`config.mk`:
```
export PLATFORM = sky130hd
export DESIGN_NAME = minmax_select_pipe
export DESIGN_NICKNAME = d
export VERILOG_FILES = /design/src/rtl/minmax_select_pipe.sv
export SDC_FILE = /design/constraint.sdc
export NUM_CORES = 1
export LEC_CHECK = 0
export ABC_AREA = 1
export CAP_MARGIN = 20
export CORE_AREA = 5 5 120 122
export CTS_CLUSTER_SIZE = 25
export DETAILED_ROUTE_END_ITERATION = 10
export DIE_AREA = 0 0 125 127
export SYNTH_ARGS = -nofsm -noshare
export SYNTH_HDL_FRONTEND = slang
export SYNTH_SLANG_ARGS = --single-unit
```
`constraint.sdc`:
```
create_clock -name clk -period 1.9 [get_ports clk]
set_clock_uncertainty 0.15 [all_clocks]
set_input_delay 0.475 -clock clk [delete_from_list [all_inputs] [get_ports clk]]
set_output_delay 0.475 -clock clk [all_outputs]
set_load 0.05 [all_outputs]
```
`src/rtl/minmax_select_pipe.sv`:
```
// Pipelined N-channel min/max selector with channel index, plus a frame
// accumulator that tracks the extremum across beats delimited by in_last.
module minmax_select_pipe #(
    parameter int WIDTH  = 8,
    parameter int CH     = 3,
    parameter int SIGNED = 0,
    parameter int POSW   = 8
) (
    input  logic                                   clk,
    input  logic                                   rst_n,
    input  logic                                   in_valid,
    input  logic [CH*WIDTH-1:0]                    in_data,
    input  logic                                   in_mode,
    input  logic                                   in_last,
    output logic                                   out_valid,
    output logic [WIDTH-1:0]                       out_data,
    output logic [((CH > 2) ? $clog2(CH) : 1)-1:0] out_idx,
    output logic                                   frame_valid,
    output logic [WIDTH-1:0]                       frame_data,
    output logic [((CH > 2) ? $clog2(CH) : 1)-1:0] frame_idx,
    output logic [POSW-1:0]                        frame_pos,
    output logic                                   frame_err
);

    localparam int IW = (CH > 2) ? $clog2(CH) : 1;
    localparam int L  = $clog2(CH);

    function automatic int f_nodes(input int lvl);
        int n;
        n = CH;
        for (int i = 0; i < lvl; i++) begin
            n = (n + 1) / 2;
        end
        return n;
    endfunction

    // True when cand strictly beats base; equal values never win, so ties keep
    // the lower-index operand.
    function automatic logic f_better(input logic [WIDTH-1:0] cand,
                                      input logic [WIDTH-1:0] base,
                                      input logic             mode);
        logic               sx;
        logic signed [WIDTH:0] c;
        logic signed [WIDTH:0] b;
        sx = (SIGNED != 0);
        c  = {sx & cand[WIDTH-1], cand};
        b  = {sx & base[WIDTH-1], base};
        return mode ? (c > b) : (c < b);
    endfunction

    function automatic logic [POSW-1:0] f_sat_inc(input logic [POSW-1:0] v);
        return (&v) ? v : v + 1'b1;
    endfunction

    for (genvar l = 0; l <= L; l++) begin : g_lvl
        logic w_vld;
        logic w_mode;
        logic w_last;

        if (l == 0) begin : g_ctl_in
            assign w_vld  = in_valid;
            assign w_mode = in_mode;
            assign w_last = in_last;
        end else begin : g_ctl_reg
            // ---- tree stage l: control travels with the data ----
            logic r_vld;
            logic r_mode;
            logic r_last;

            always_ff @(posedge clk or negedge rst_n) begin
                if (!rst_n) begin
                    r_vld  <= 1'b0;
                    r_mode <= 1'b0;
                    r_last <= 1'b0;
                end else begin
                    r_vld <= g_lvl[l-1].w_vld;
                    if (g_lvl[l-1].w_vld) begin
                        r_mode <= g_lvl[l-1].w_mode;
                        r_last <= g_lvl[l-1].w_last;
                    end
                end
            end

            assign w_vld  = r_vld;
            assign w_mode = r_mode;
            assign w_last = r_last;
        end

        for (genvar j = 0; j < f_nodes(l); j++) begin : g_node
            logic [WIDTH-1:0] w_data;
            logic [IW-1:0]    w_idx;

            if (l == 0) begin : g_src
                assign w_data = in_data[j*WIDTH +: WIDTH];
                assign w_idx  = IW'(j);
            end else begin : g_stage
                logic [WIDTH-1:0] r_data;
                logic [IW-1:0]    r_idx;
                logic [WIDTH-1:0] w_a;
                logic [WIDTH-1:0] w_b;
                logic [IW-1:0]    w_ai;
                logic [IW-1:0]    w_bi;
                logic             w_sel_b;

                assign w_a  = g_lvl[l-1].g_node[2*j].w_data;
                assign w_ai = g_lvl[l-1].g_node[2*j].w_idx;

                if (2*j + 1 < f_nodes(l-1)) begin : g_cmp
                    assign w_b     = g_lvl[l-1].g_node[2*j+1].w_data;
                    assign w_bi    = g_lvl[l-1].g_node[2*j+1].w_idx;
                    assign w_sel_b = f_better(w_b, w_a, g_lvl[l-1].w_mode);
                end else begin : g_pass
                    // Odd leftover: registered bypass keeps every path at L stages.
                    assign w_b     = w_a;
                    assign w_bi    = w_ai;
                    assign w_sel_b = 1'b0;
                end

                always_ff @(posedge clk or negedge rst_n) begin
                    if (!rst_n) begin
                        r_data <= '0;
                        r_idx  <= '0;
                    end else if (g_lvl[l-1].w_vld) begin
                        r_data <= w_sel_b ? w_b  : w_a;
                        r_idx  <= w_sel_b ? w_bi : w_ai;
                    end
                end

                assign w_data = r_data;
                assign w_idx  = r_idx;
            end
        end
    end

    logic             w_t_vld;
    logic             w_t_mode;
    logic             w_t_last;
    logic [WIDTH-1:0] w_t_data;
    logic [IW-1:0]    w_t_idx;

    assign w_t_vld  = g_lvl[L].w_vld;
    assign w_t_mode = g_lvl[L].w_mode;
    assign w_t_last = g_lvl[L].w_last;
    assign w_t_data = g_lvl[L].g_node[0].w_data;
    assign w_t_idx  = g_lvl[L].g_node[0].w_idx;

    assign out_valid = w_t_vld;
    assign out_data  = w_t_data;
    assign out_idx   = w_t_idx;

    logic             r_open;
    logic             r_fmode;
    logic             r_err;
    logic [POSW-1:0]  r_pos;
    logic [POSW-1:0]  r_acc_pos;
    logic [WIDTH-1:0] r_acc_data;
    logic [IW-1:0]    r_acc_idx;
    logic             r_fvld;
    logic [WIDTH-1:0] r_fdata;
    logic [IW-1:0]    r_fidx;
    logic [POSW-1:0]  r_fpos;
    logic             r_ferr;

    logic             w_first;
    logic             w_take;
    logic [POSW-1:0]  w_pos;
    logic [POSW-1:0]  w_acc_pos;
    logic [WIDTH-1:0] w_acc_data;
    logic [IW-1:0]    w_acc_idx;
    logic             w_fmode;
    logic             w_err;

    // Later beats are judged under the mode latched by the frame's first beat.
    always_comb begin
        w_first    = !r_open;
        w_pos      = w_first ? '0 : f_sat_inc(r_pos);
        w_take     = w_first || f_better(w_t_data, r_acc_data, r_fmode);
        w_acc_data = w_take ? w_t_data : r_acc_data;
        w_acc_idx  = w_take ? w_t_idx  : r_acc_idx;
        w_acc_pos  = w_take ? w_pos    : r_acc_pos;
        w_fmode    = w_first ? w_t_mode : r_fmode;
        w_err      = w_first ? 1'b0 : (r_err | (w_t_mode != r_fmode));
    end

    // ---- frame stage: one cycle after the tree output ----
    always_ff @(posedge clk or negedge rst_n) begin
        if (!rst_n) begin
            r_open     <= 1'b0;
            r_fmode    <= 1'b0;
            r_err      <= 1'b0;
            r_pos      <= '0;
            r_acc_pos  <= '0;
            r_acc_data <= '0;
            r_acc_idx  <= '0;
            r_fvld     <= 1'b0;
            r_fdata    <= '0;
            r_fidx     <= '0;
            r_fpos     <= '0;
            r_ferr     <= 1'b0;
        end else begin
            r_fvld <= w_t_vld & w_t_last;
            if (w_t_vld) begin
                r_open     <= !w_t_last;
                r_pos      <= w_pos;
                r_acc_pos  <= w_acc_pos;
                r_acc_data <= w_acc_data;
                r_acc_idx  <= w_acc_idx;
                r_fmode    <= w_fmode;
                r_err      <= w_t_last ? 1'b0 : w_err;
                if (w_t_last) begin
                    r_fdata <= w_acc_data;
                    r_fidx  <= w_acc_idx;
                    r_fpos  <= w_acc_pos;
                    r_ferr  <= w_err;
                end
            end
        end
    end

    assign frame_valid = r_fvld;
    assign frame_data  = r_fdata;
    assign frame_idx   = r_fidx;
    assign frame_pos   = r_fpos;
    assign frame_err   = r_ferr;

endmodule

```
# Word level (Yosys, flattened, before mapping)
# Cells that the tools add are included.
[word_totals]
input_bits = 29
register_bits = 84
elab_cells = 55
out_inout_bits = 31
[op_classes]
n_reduce_logical = 6
bitwise = 3
add_sub_neg = 1
mux = 14
magnitude_cmp = 6
n_eq_ne = 1
[ops]
columns = ["cell", "count"]
rows = [
  ["2-to-1 mux 8 bit", 6],
  ["greater-than comparator 8 bit", 3],
  ["< comparator 8 bit", 3],
  ["adder 8 x 1 -> 8 bit (second input constant)", 1],
  ["AND reduction 8 bit", 1],
  ["2-to-1 mux 1 bit", 6],
  ["2-to-1 mux 2 bit", 2],
  ["AND reduction 2 bit", 2],
  ["logical NOT 1 bit", 2],
  ["AND 1 bit", 1],
  ["logical OR 1 bit", 1],
  ["inequality test 1 bit", 1],
  ["NOT 1 bit", 1],
  ["bitwise OR 1 bit", 1],
]

# Logic depth before layout (Yosys ltp)
# Gate-level depths: netlist (run 1).
[depth]
word_depth = 4
ltp_mapped = 15
mapped_depth_nobuf = 14

# Worst setup path before layout (run 1)
# Ideal clock, no wire load.
[synth_path]
kind = "reg2reg"
startpoint = "register g_lvl[2].g_node[0].g_stage.r_data[7], in the netlist out_data[7]"
endpoint = "register r_acc_pos[0]"
required_time_ps = 1632
t_arrival_ps = 1922
path_stages_with_launch = 10
setup_slack_ps = -290
path_buffers = 1
setup_ps = 118
synth_period_minus_slack_ps = 2190
cell_sequence = "dfrtp_1 > ha_1 > a21o_1 > nor2_4 > nand2_2 > nand2_4 > buf_2 > nand4_1 > nand3_1 > nand2_1"
[synth_via]
elab_chain_len = 4
elab_cells_between_ends = 5
cone_classes = "order compare (2); mux (2); reduce/logical (1)"
[synth_rtl]
columns = ["element", "line", "text"]
rows = [
  ["start: declaration", "97", "logic [WIDTH-1:0] r_data;"],
  ["start signal: assignment", "124", "r_data <= w_sel_b ? w_b : w_a;"],
  ["< comparator 8 bit or greater-than comparator 8 bit (tied branches)", "48", "return mode ? (c > b) : (c < b);"],
  ["2-to-1 mux 1 bit *", "48", ""],
  ["logical OR 1 bit *", "177", "w_take = w_first || f_better(w_t_data, r_acc_data, r_fmode);"],
  ["2-to-1 mux 8 bit *", "180", "w_acc_pos = w_take ? w_pos : r_acc_pos;"],
  ["end signal: assignment", "205", "r_acc_pos <= w_acc_pos;"],
  ["end: declaration", "155", "logic [POSW-1:0] r_acc_pos;"],
]
# Mark *: on every way between the ends. The rest lies on a longest branch, timed or not.
# A chain may end at the register's enable or synchronous reset.

# Worst setup path in the final report (run 1)
[layout_path]
startpoint = "register r_acc_data[5]"
endpoint = "register r_acc_pos[4]"
[layout_via]
elab_chain_len = 4
elab_cells_between_ends = 5
cone_classes = "order compare (2); mux (2); reduce/logical (1)"
[layout_rtl]
columns = ["element", "line", "text"]
rows = [
  ["start: declaration", "156", "logic [WIDTH-1:0] r_acc_data;"],
  ["start signal: assignment", "206", "r_acc_data <= w_acc_data;"],
  ["< comparator 8 bit or greater-than comparator 8 bit (tied branches)", "48", ""],
  ["2-to-1 mux 1 bit *", "48", ""],
  ["logical OR 1 bit *", "177", ""],
  ["2-to-1 mux 8 bit *", "180", ""],
]
# Marked as above.

==> results by group, run 1 <==
Global routing
  – Initial antenna violation count: 0
  – Largest net degree at the start of global routing: 29
  – First-pass GRT wire length: a little under 20000 µm
  – Total grt overflow: 0
  – GRT Total Usage: 0.1502
  – Vias in the first global route: 4231

Critical path
  – Crit-path cells: inv_2, ha_4, a21oi_2, nor2_2, nor2_4, nand2_2, nand2_4, buf_6, nand4_1, nand3_2, nand2_1
  – WP data required: 1980 ps
  – Worst-case reg-to-reg path depth: 11
  – Reg2reg start: r_acc_data[5]$_DFFE_PN0P_
  – Crit Path Max Fanout: 11
  – Reg2reg setup slack: -50 ps
  – Reg2Reg Capture Point: r_acc_pos[4]$_DFFE_PN0P_
  – CP Launch Type: register
  – Setup CP Type: register to register
  – CP Capture Type: register
  – Slowest cell on the critical path: dfrtp_1
  – Crit-path max cell delay: 390 ps
  – Crit path launch: r_acc_data[5]$_DFFE_PN0P_
  – Worst Path Arrival: just over 2000 ps

Timing
  – Final setup vio count: 23
  – Post-route setup TNS: -416.9 ps
  – Tmin final: slightly below 2000 ps
  – Final period utilization: 1.028
  – RSZ-0062 raised after global routing: true
  – Fmax: 0.5119 GHz
  – Final Max Tran Viols: 0
  – Worst setup margin: -53.66 ps
  – Slew of the pin with the lowest slew margin: between 400 and 500 ps
  – Headroom to the max-slew limit: 0.6991
  – Final Hold Viols: 0
  – Hold Slack: 315.3 ps

Placement
  – PortBufs: 59
  – Gpl congestion: 0.8766
  – Pre-CTS setup slack: -571.8 ps
  – Placed cell areas: around 6000 µm²
  – DP HPWL: 8429 µm

Power
  – Maximum vdd drop: 0.0005120 V
  – Leak: 3.492 nW
  – Total Power: 9.656 mW
  – Power Dens Cells: 1397 nW/µm²

Finish
  – # fillers: between 1000 and 1500
  – Share of layout cells above drive strength 1: 0.3139
  – Most common cell after layout, fill and taps aside: nand2_1
  – Ant diodes: 0
  – Fin nets: between 700 and 800
  – Commonest cells after routing, fill and taps aside: nand2_1 (183), dfrtp_1 (75), inv_1 (62)
  – Post-Layout Inst Area: 6912 µm²
  – Area delta synth->final: 52.47%

Yosys
  – Avg Cell Area, Syn: 7.709 µm²
  – YS warnings: 0
  – Synthesized net count: 642
  – Distinct cells, synth: 31
  – Mapped Cells: 588
  – FF+latch count, synth: 83
  – Synth Cell Area: 4533 µm²
  – Post-synthesis sequential area ratio: 0.4582

Floorplanning
  – Die span in y: 127 µm
  – Core ar.: 13090 µm²
  – IO Count: 60
  – Die X: 125 µm
  – Site row count: 42
  – Initial Util: 0.3464
  – Die footprint: between 15000 and 20000 µm²

Clocking
  – Worst-Skew Late Latency: roughly 340 ps
  – Clock transition at path regs: approximately 60 ps
  – Max Root-Sink Buffers: 2
  – CTS tree: built
  – Num CTS Buffers: 9
  – H-tree depth: 3
  – Sink Count: 83
  – Root buffer cell: clkbuf_16

Hold path
  – Worst Hold Class: register to register
  – Hold_sp: g_lvl[1].g_node[1].g_stage.r_idx[1]$_DFFE_PN0P_
  – Hold path endpoint: g_lvl[1].g_node[1].g_stage.r_idx[1]$_DFFE_PN0P_
  – Worst Hold Depth: 1

Routing
  – DRC Markers: 0
  – Vias per Instance: 4.842
  – Vias: 4261
  – WL/cell: around 14 µm
  – Final WL: 12070 µm
  – Antenna Violating Nets Remaining: 0
  – DR iter-0 viols: 324
  – Drt pass-1 iters: 4

Status
  – Failing checks: setup timing
  – Outcome: finished, violations left

Job
  – Max-Cap Viols: 0
-- routing by layer --
| layer | track usage | vias up | share of wire |
|---|---|---|---|
| met1 | 0.1886 | 2012 | 0.44 |
| met2 | 0.2518 | 113 | 0.49 |
| li1 | - | 2120 | - |
| met5 | 0 | - | 0 |
| met3 | 0.02922 | 16 | 0.045 |
| met4 | 0.06888 | 0 | 0.019 |
-- cell type report --
type / instances / area (µm²) / area share
clock inverters: 4 / 98.84 / 0.01430
inverters: 82 / 307.8 / 0.04453
flip-flops and latches: 83 / 2087 / 0.3020
clock buffers: 12 / 246.5 / 0.03566
well taps: 176 / 220.2 / 0.03186
repair buffers: 121 / 1416 / 0.2049
multi-input cells: 402 / 2535 / 0.3668
-- cells in the mapped netlist (all sizes together) --
library cell,number,area [µm²]
a21o,1,7.510
nor3,1,16.27
a31oi,2,12.51
clkbuf,15,56.30
o21bai,1,7.510
o22ai,1,6.260
o21a,2,15.01
xnor2,1,8.760
inv,81,304.0
nand2,208,795.8
nor2,12,52.55
buf,7,37.53
o21ai,26,130.1
ha,25,312.8
xor2,1,8.760
nand4,24,150.1
nand3,82,455.4
a21oi,11,55.05
o211ai,1,7.510
or2,2,12.51
dfrtp,83,2077
clkinv,1,3.750
-- through the flow --
| stage | instances | util |
|---|---|---|
| after CTS | 877 | 0.5000 |
| after floorplan | 588 | - |
| final | 880 | 0.5282 |
| after global routing | 880 | 0.5282 |
| after detailed placement | 844 | 0.4562 |
| after global placement | 844 | 0.4562 |
-- registers in the layout, summed over array words and instances, names as in the netlist, 8 cells and up --
signal and cells:
r_acc_data 8, g_lvl.g_node.g_stage.r_data 16, out_data 8, r_acc_pos 8
frame_data 8, frame_pos 8, r_pos 8
-- report_power, final --
| part | switching (mW) | total (mW) | internal (mW) | leakage [nW] |
|---|---|---|---|---|
| clock | 0.696 | 2.02 | 1.32 | 0.167 |
| sequential | 0.459 | 2.74 | 2.29 | 1.03 |
| combinational | 2.73 | 4.89 | 2.16 | 2.30 |
| total | 3.89 | 9.66 | 5.77 | 3.49 |
-- cell families after synthesis --
| kind of cell | Yosys count | synth area share |
|---|---|---|
| buf+inv | 104 | 0.08860 |
| compound gates | 45 | 0.05327 |
| simple gates | 329 | 0.3271 |
| flops | 83 | 0.4582 |
| fa+ha+maj | 25 | 0.06900 |
| xor+xnor | 2 | 0.003865 |
-- worst max path at each step --
stage                     cells past startpoint  slack (ps)                                               end
after global routing                         13        -150                          r_acc_pos[4]$_DFFE_PN0P_
final                                        11         -50                          r_acc_pos[4]$_DFFE_PN0P_
after detailed placement                     13        -570  g_lvl[1].g_node[0].g_stage.r_data[7]$_DFFE_PN0P_
after CTS                                    12         -10                         frame_data[0]$_DFFE_PN0P_
after floorplan                              11         -70                         r_acc_data[4]$_DFFE_PN0P_
after global placement                       13        -490  g_lvl[1].g_node[0].g_stage.r_data[5]$_DFFE_PN0P_
-- timing repair --
action | 4_1_cts | 5_1_grt
hold endpoints to repair | 24 | 0
cloned | 0 | 1
hold buffers | 1 | 0
pin swaps | 23 | 49
endpoints found under the setup margin | 54 | 58
gates resized for setup | 41 | 83
buffers inserted | 16 | 2
-- critical path, delay by kind of cell (launching register included) --
kind                     cells  cell delay (ps)
AND/OR/NAND/NOR              7              710
flip-flops                   1              390
buffers and inverters        2              250
adder cells (fa/ha/maj)      1              210
AO/OA/AOI/OAI                1              140
Note: power is estimated with default switching activity, not from simulation.
==> run 2: changes to the inputs <==
--- a/config.mk
+++ b/config.mk
@@ -7,10 +7,11 @@
 export LEC_CHECK = 0
 export ABC_AREA = 1
 export CAP_MARGIN = 20
-export CORE_AREA = 5 5 120 122
+export CORE_AREA = 2 2 135 104
 export CTS_CLUSTER_SIZE = 25
 export DETAILED_ROUTE_END_ITERATION = 10
-export DIE_AREA = 0 0 125 127
+export DIE_AREA = 0 0 137 106
+export RECOVER_POWER = 50
 export SYNTH_ARGS = -nofsm -noshare
 export SYNTH_HDL_FRONTEND = slang
 export SYNTH_SLANG_ARGS = --single-unit
==> results by group, run 2 (synthesis results as in run 1) <==
Status
  – Outcome: finished, violations left
  – Failing checks: setup timing

Finish
  – Biggest register: g_lvl.g_node.g_stage.r_data
  – Ant diodes: 0
  – Share of layout cells above drive strength 1: 0.3546
  – Area delta synth->final: 57.38%
  – Most common cell after layout, fill and taps aside: nand2_1
  – Number of flip-flops in the largest register: 16
  – Post-Layout Inst Area: roughly 7000 µm²
  – Commonest cells after routing, fill and taps aside: nand2_1 (170), dfrtp_1 (75), inv_1 (60)
  – Fin nets: roughly 750

Critical path
  – Worst Path Arrival: 2020 ps
  – CP Launch Type: register
  – Crit-path max cell delay: about 420 ps
  – CP Capture Type: register
  – Crit-path cells: ha_4, a21o_1, nor2_4, nand2_4, nand2_8, buf_8, nand4_1, nand3_2, nand2_1
  – WP data required: 1970 ps
  – Worst-case reg-to-reg path depth: 9
  – Crit Path Max Fanout: 6
  – Reg2Reg Capture Point: frame_data[7]$_DFFE_PN0P_
  – Setup CP Type: register to register
  – Reg2reg setup slack: -50 ps
  – Slowest cell on the critical path: dfrtp_2
  – Reg2reg start: out_data[7]$_DFFE_PN0P_

Routing
  – Antenna Violating Nets Remaining: 0
  – WL/cell: roughly 15 µm
  – Final WL: roughly 13000 µm
  – DR iter-0 viols: roughly 290
  – DRC Markers: 0
  – Vias: 4387
  – Drt pass-1 iters: 4
  – Vias per Instance: 4.985

Power
  – Power Dens Cells: roughly 1400 nW/µm²
  – Internal power: 5.856 mW
  – Sequential power share: 0.275
  – Clock power share: 0.199
  – Logic pwr share: 0.526
  – Net Sw Frac: 0.4090
  – Maximum vdd drop: 0.0008517 V
  – Net Switching: 4.052 mW
  – Leak: 3.560 nW

Timing
  – Slew of the pin with the lowest slew margin: roughly 1100 ps
  – Hold Slack: 314.7 ps
  – Fmax: 0.5134 GHz
  – Final Hold Viols: 0
  – Headroom to the max-slew limit: 0.2421
  – Worst setup margin: -47.73 ps
  – Final Max Tran Viols: 0
  – Final period utilization: 1.025
  – Final setup vio count: 23
  – Tmin final: around 1900 ps
  – RSZ-0062 raised after global routing: true

Clocking
  – H-tree depth: 3
  – Clock transition at path regs: approximately 60 ps
  – Num CTS Buffers: 9
  – Worst-Skew Late Latency: between 300 and 400 ps
  – Sink Count: just over 80
  – Max Root-Sink Buffers: 2
  – CTS tree: built
  – Root buffer cell: clkbuf_16

Job
  – Max-Cap Viols: 0

Floorplanning
  – Die span in y: approximately 110 µm
  – Die footprint: between 10000 and 15000 µm²
  – IO Count: 60
  – Core ar.: about 13000 µm²
  – Die X: between 100 and 150 µm
  – Initial Util: 0.3400
  – Site row count: 37

Placement
  – Pre-CTS setup slack: -613.7 ps
  – PortBufs: 59
  – Placed cell areas: between 5000 and 6000 µm²
  – Gpl congestion: between 0.8 and 0.9
  – DP HPWL: 8231 µm

Global routing
  – Initial antenna violation count: 0
  – GRT Total Usage: 0.1767
  – Total grt overflow: 0
  – Vias in the first global route: about 4200
  – First-pass GRT wire length: between 20000 and 25000 µm
  – Largest net degree at the start of global routing: 84

Hold path
  – Worst Hold Class: input pin to asynchronous set/reset pin
==> run 2: cell types whose count changed in the layout (fill, tap and decap cells not counted), moves of 3 or more <==
cell and change:
buf_12 -3, ha_1 -6, ha_4 +6, nand2_1 -13
nand2_2 +5, nand2_4 +5, nor2_1 -3, nor2_4 +3
==> run 2: cell type report <==
type,count,area [µm²]
timing repair buffer,121,1418
sequential,83,2087
inverter,82,307.8
clock inverter,5,102.6
multi-input combinational,403,2768
tap,175,219.0
clock buffer,11,232.7
fill,1179,6198
==> run 2: how the worst max path moves through the flow <==
| stage | slack (ps) | to | startpoint |
|---|---|---|---|
| after floorplan | -70 | r_acc_data[4]$_DFFE_PN0P_ | out_data[5]$_DFFE_PN0P_ |
| after global placement | -500 | g_lvl[1].g_node[0].g_stage.r_data[3]$_DFFE_PN0P_ | in_data[3] |
| after detailed placement | -610 | g_lvl[1].g_node[0].g_stage.r_data[0]$_DFFE_PN0P_ | in_data[3] |
| after CTS | -60 | frame_data[7]$_DFFE_PN0P_ | r_acc_data[5]$_DFFE_PN0P_ |
| after global routing | -140 | frame_data[7]$_DFFE_PN0P_ | r_acc_data[7]$_DFFE_PN0P_ |
| final | -50 | frame_data[7]$_DFFE_PN0P_ | out_data[7]$_DFFE_PN0P_ |
==> run 2: through the flow <==
stage	cells	setup TNS, ps	power, mW	util
after CTS	864	-504.7	9.455	0.4976
after global placement	839	-6491	6.924	0.4426
after detailed placement	839	-8332	7.034	0.4426
after floorplan	588	-1304	5.157	-
final	880	-413.9	9.907	0.5351
after global routing	880	-4518	10.48	0.5351
==> run 2: power groups by stage <==
stage          clock (mW)  sequential [mW]  combinational, mW
5_1_grt              2.09             2.79               5.61
3_5_place_dp            0             2.72               4.31
4_1_cts              1.99             2.71               4.75
2_1_floorplan           0             3.47               1.69
6_report             1.97             2.73               5.21
3_3_place_gp            0             2.71               4.22
==> run 2: timing repair <==
action	in CTS	in global routing
endpoints found under the setup margin	55	60
setup buffers	4	16
pin swaps	69	55
hold buffers	0	0
gates resized for setup	88	90
cloned	5	0
==> run 2: critical path, delay by kind of cell (launching register included) <==
family,cells,cell delay [ps]
adder cells (fa/ha/maj),1,240
AND/OR/NAND/NOR,6,710
buffers and inverters,1,130
AO/OA/AOI/OAI,1,180
flip-flops,1,420
==> run 2: per-layer routing <==
| metal | GRT usage | part of all wire | vias to the layer above |
|---|---|---|---|
| met5 | 0 | 0 | - |
| met4 | 0.03682 | 0.019 | 0 |
| met3 | 0.04483 | 0.042 | 23 |
| met2 | 0.2864 | 0.49 | 110 |
| met1 | 0.2391 | 0.45 | 2128 |
| li1 | - | - | 2126 |
==> run 3: changes to the inputs <==
--- a/config.mk
+++ b/config.mk
@@ -6,7 +6,7 @@
 export NUM_CORES = 1
 export LEC_CHECK = 0
 export ABC_AREA = 1
-export CAP_MARGIN = 20
+export CAP_MARGIN = 10
 export CORE_AREA = 2 2 135 104
 export CTS_CLUSTER_SIZE = 25
 export DETAILED_ROUTE_END_ITERATION = 10
==> results of run 3 <==
Final layout, timing and power as in run 2 (identical DEF).
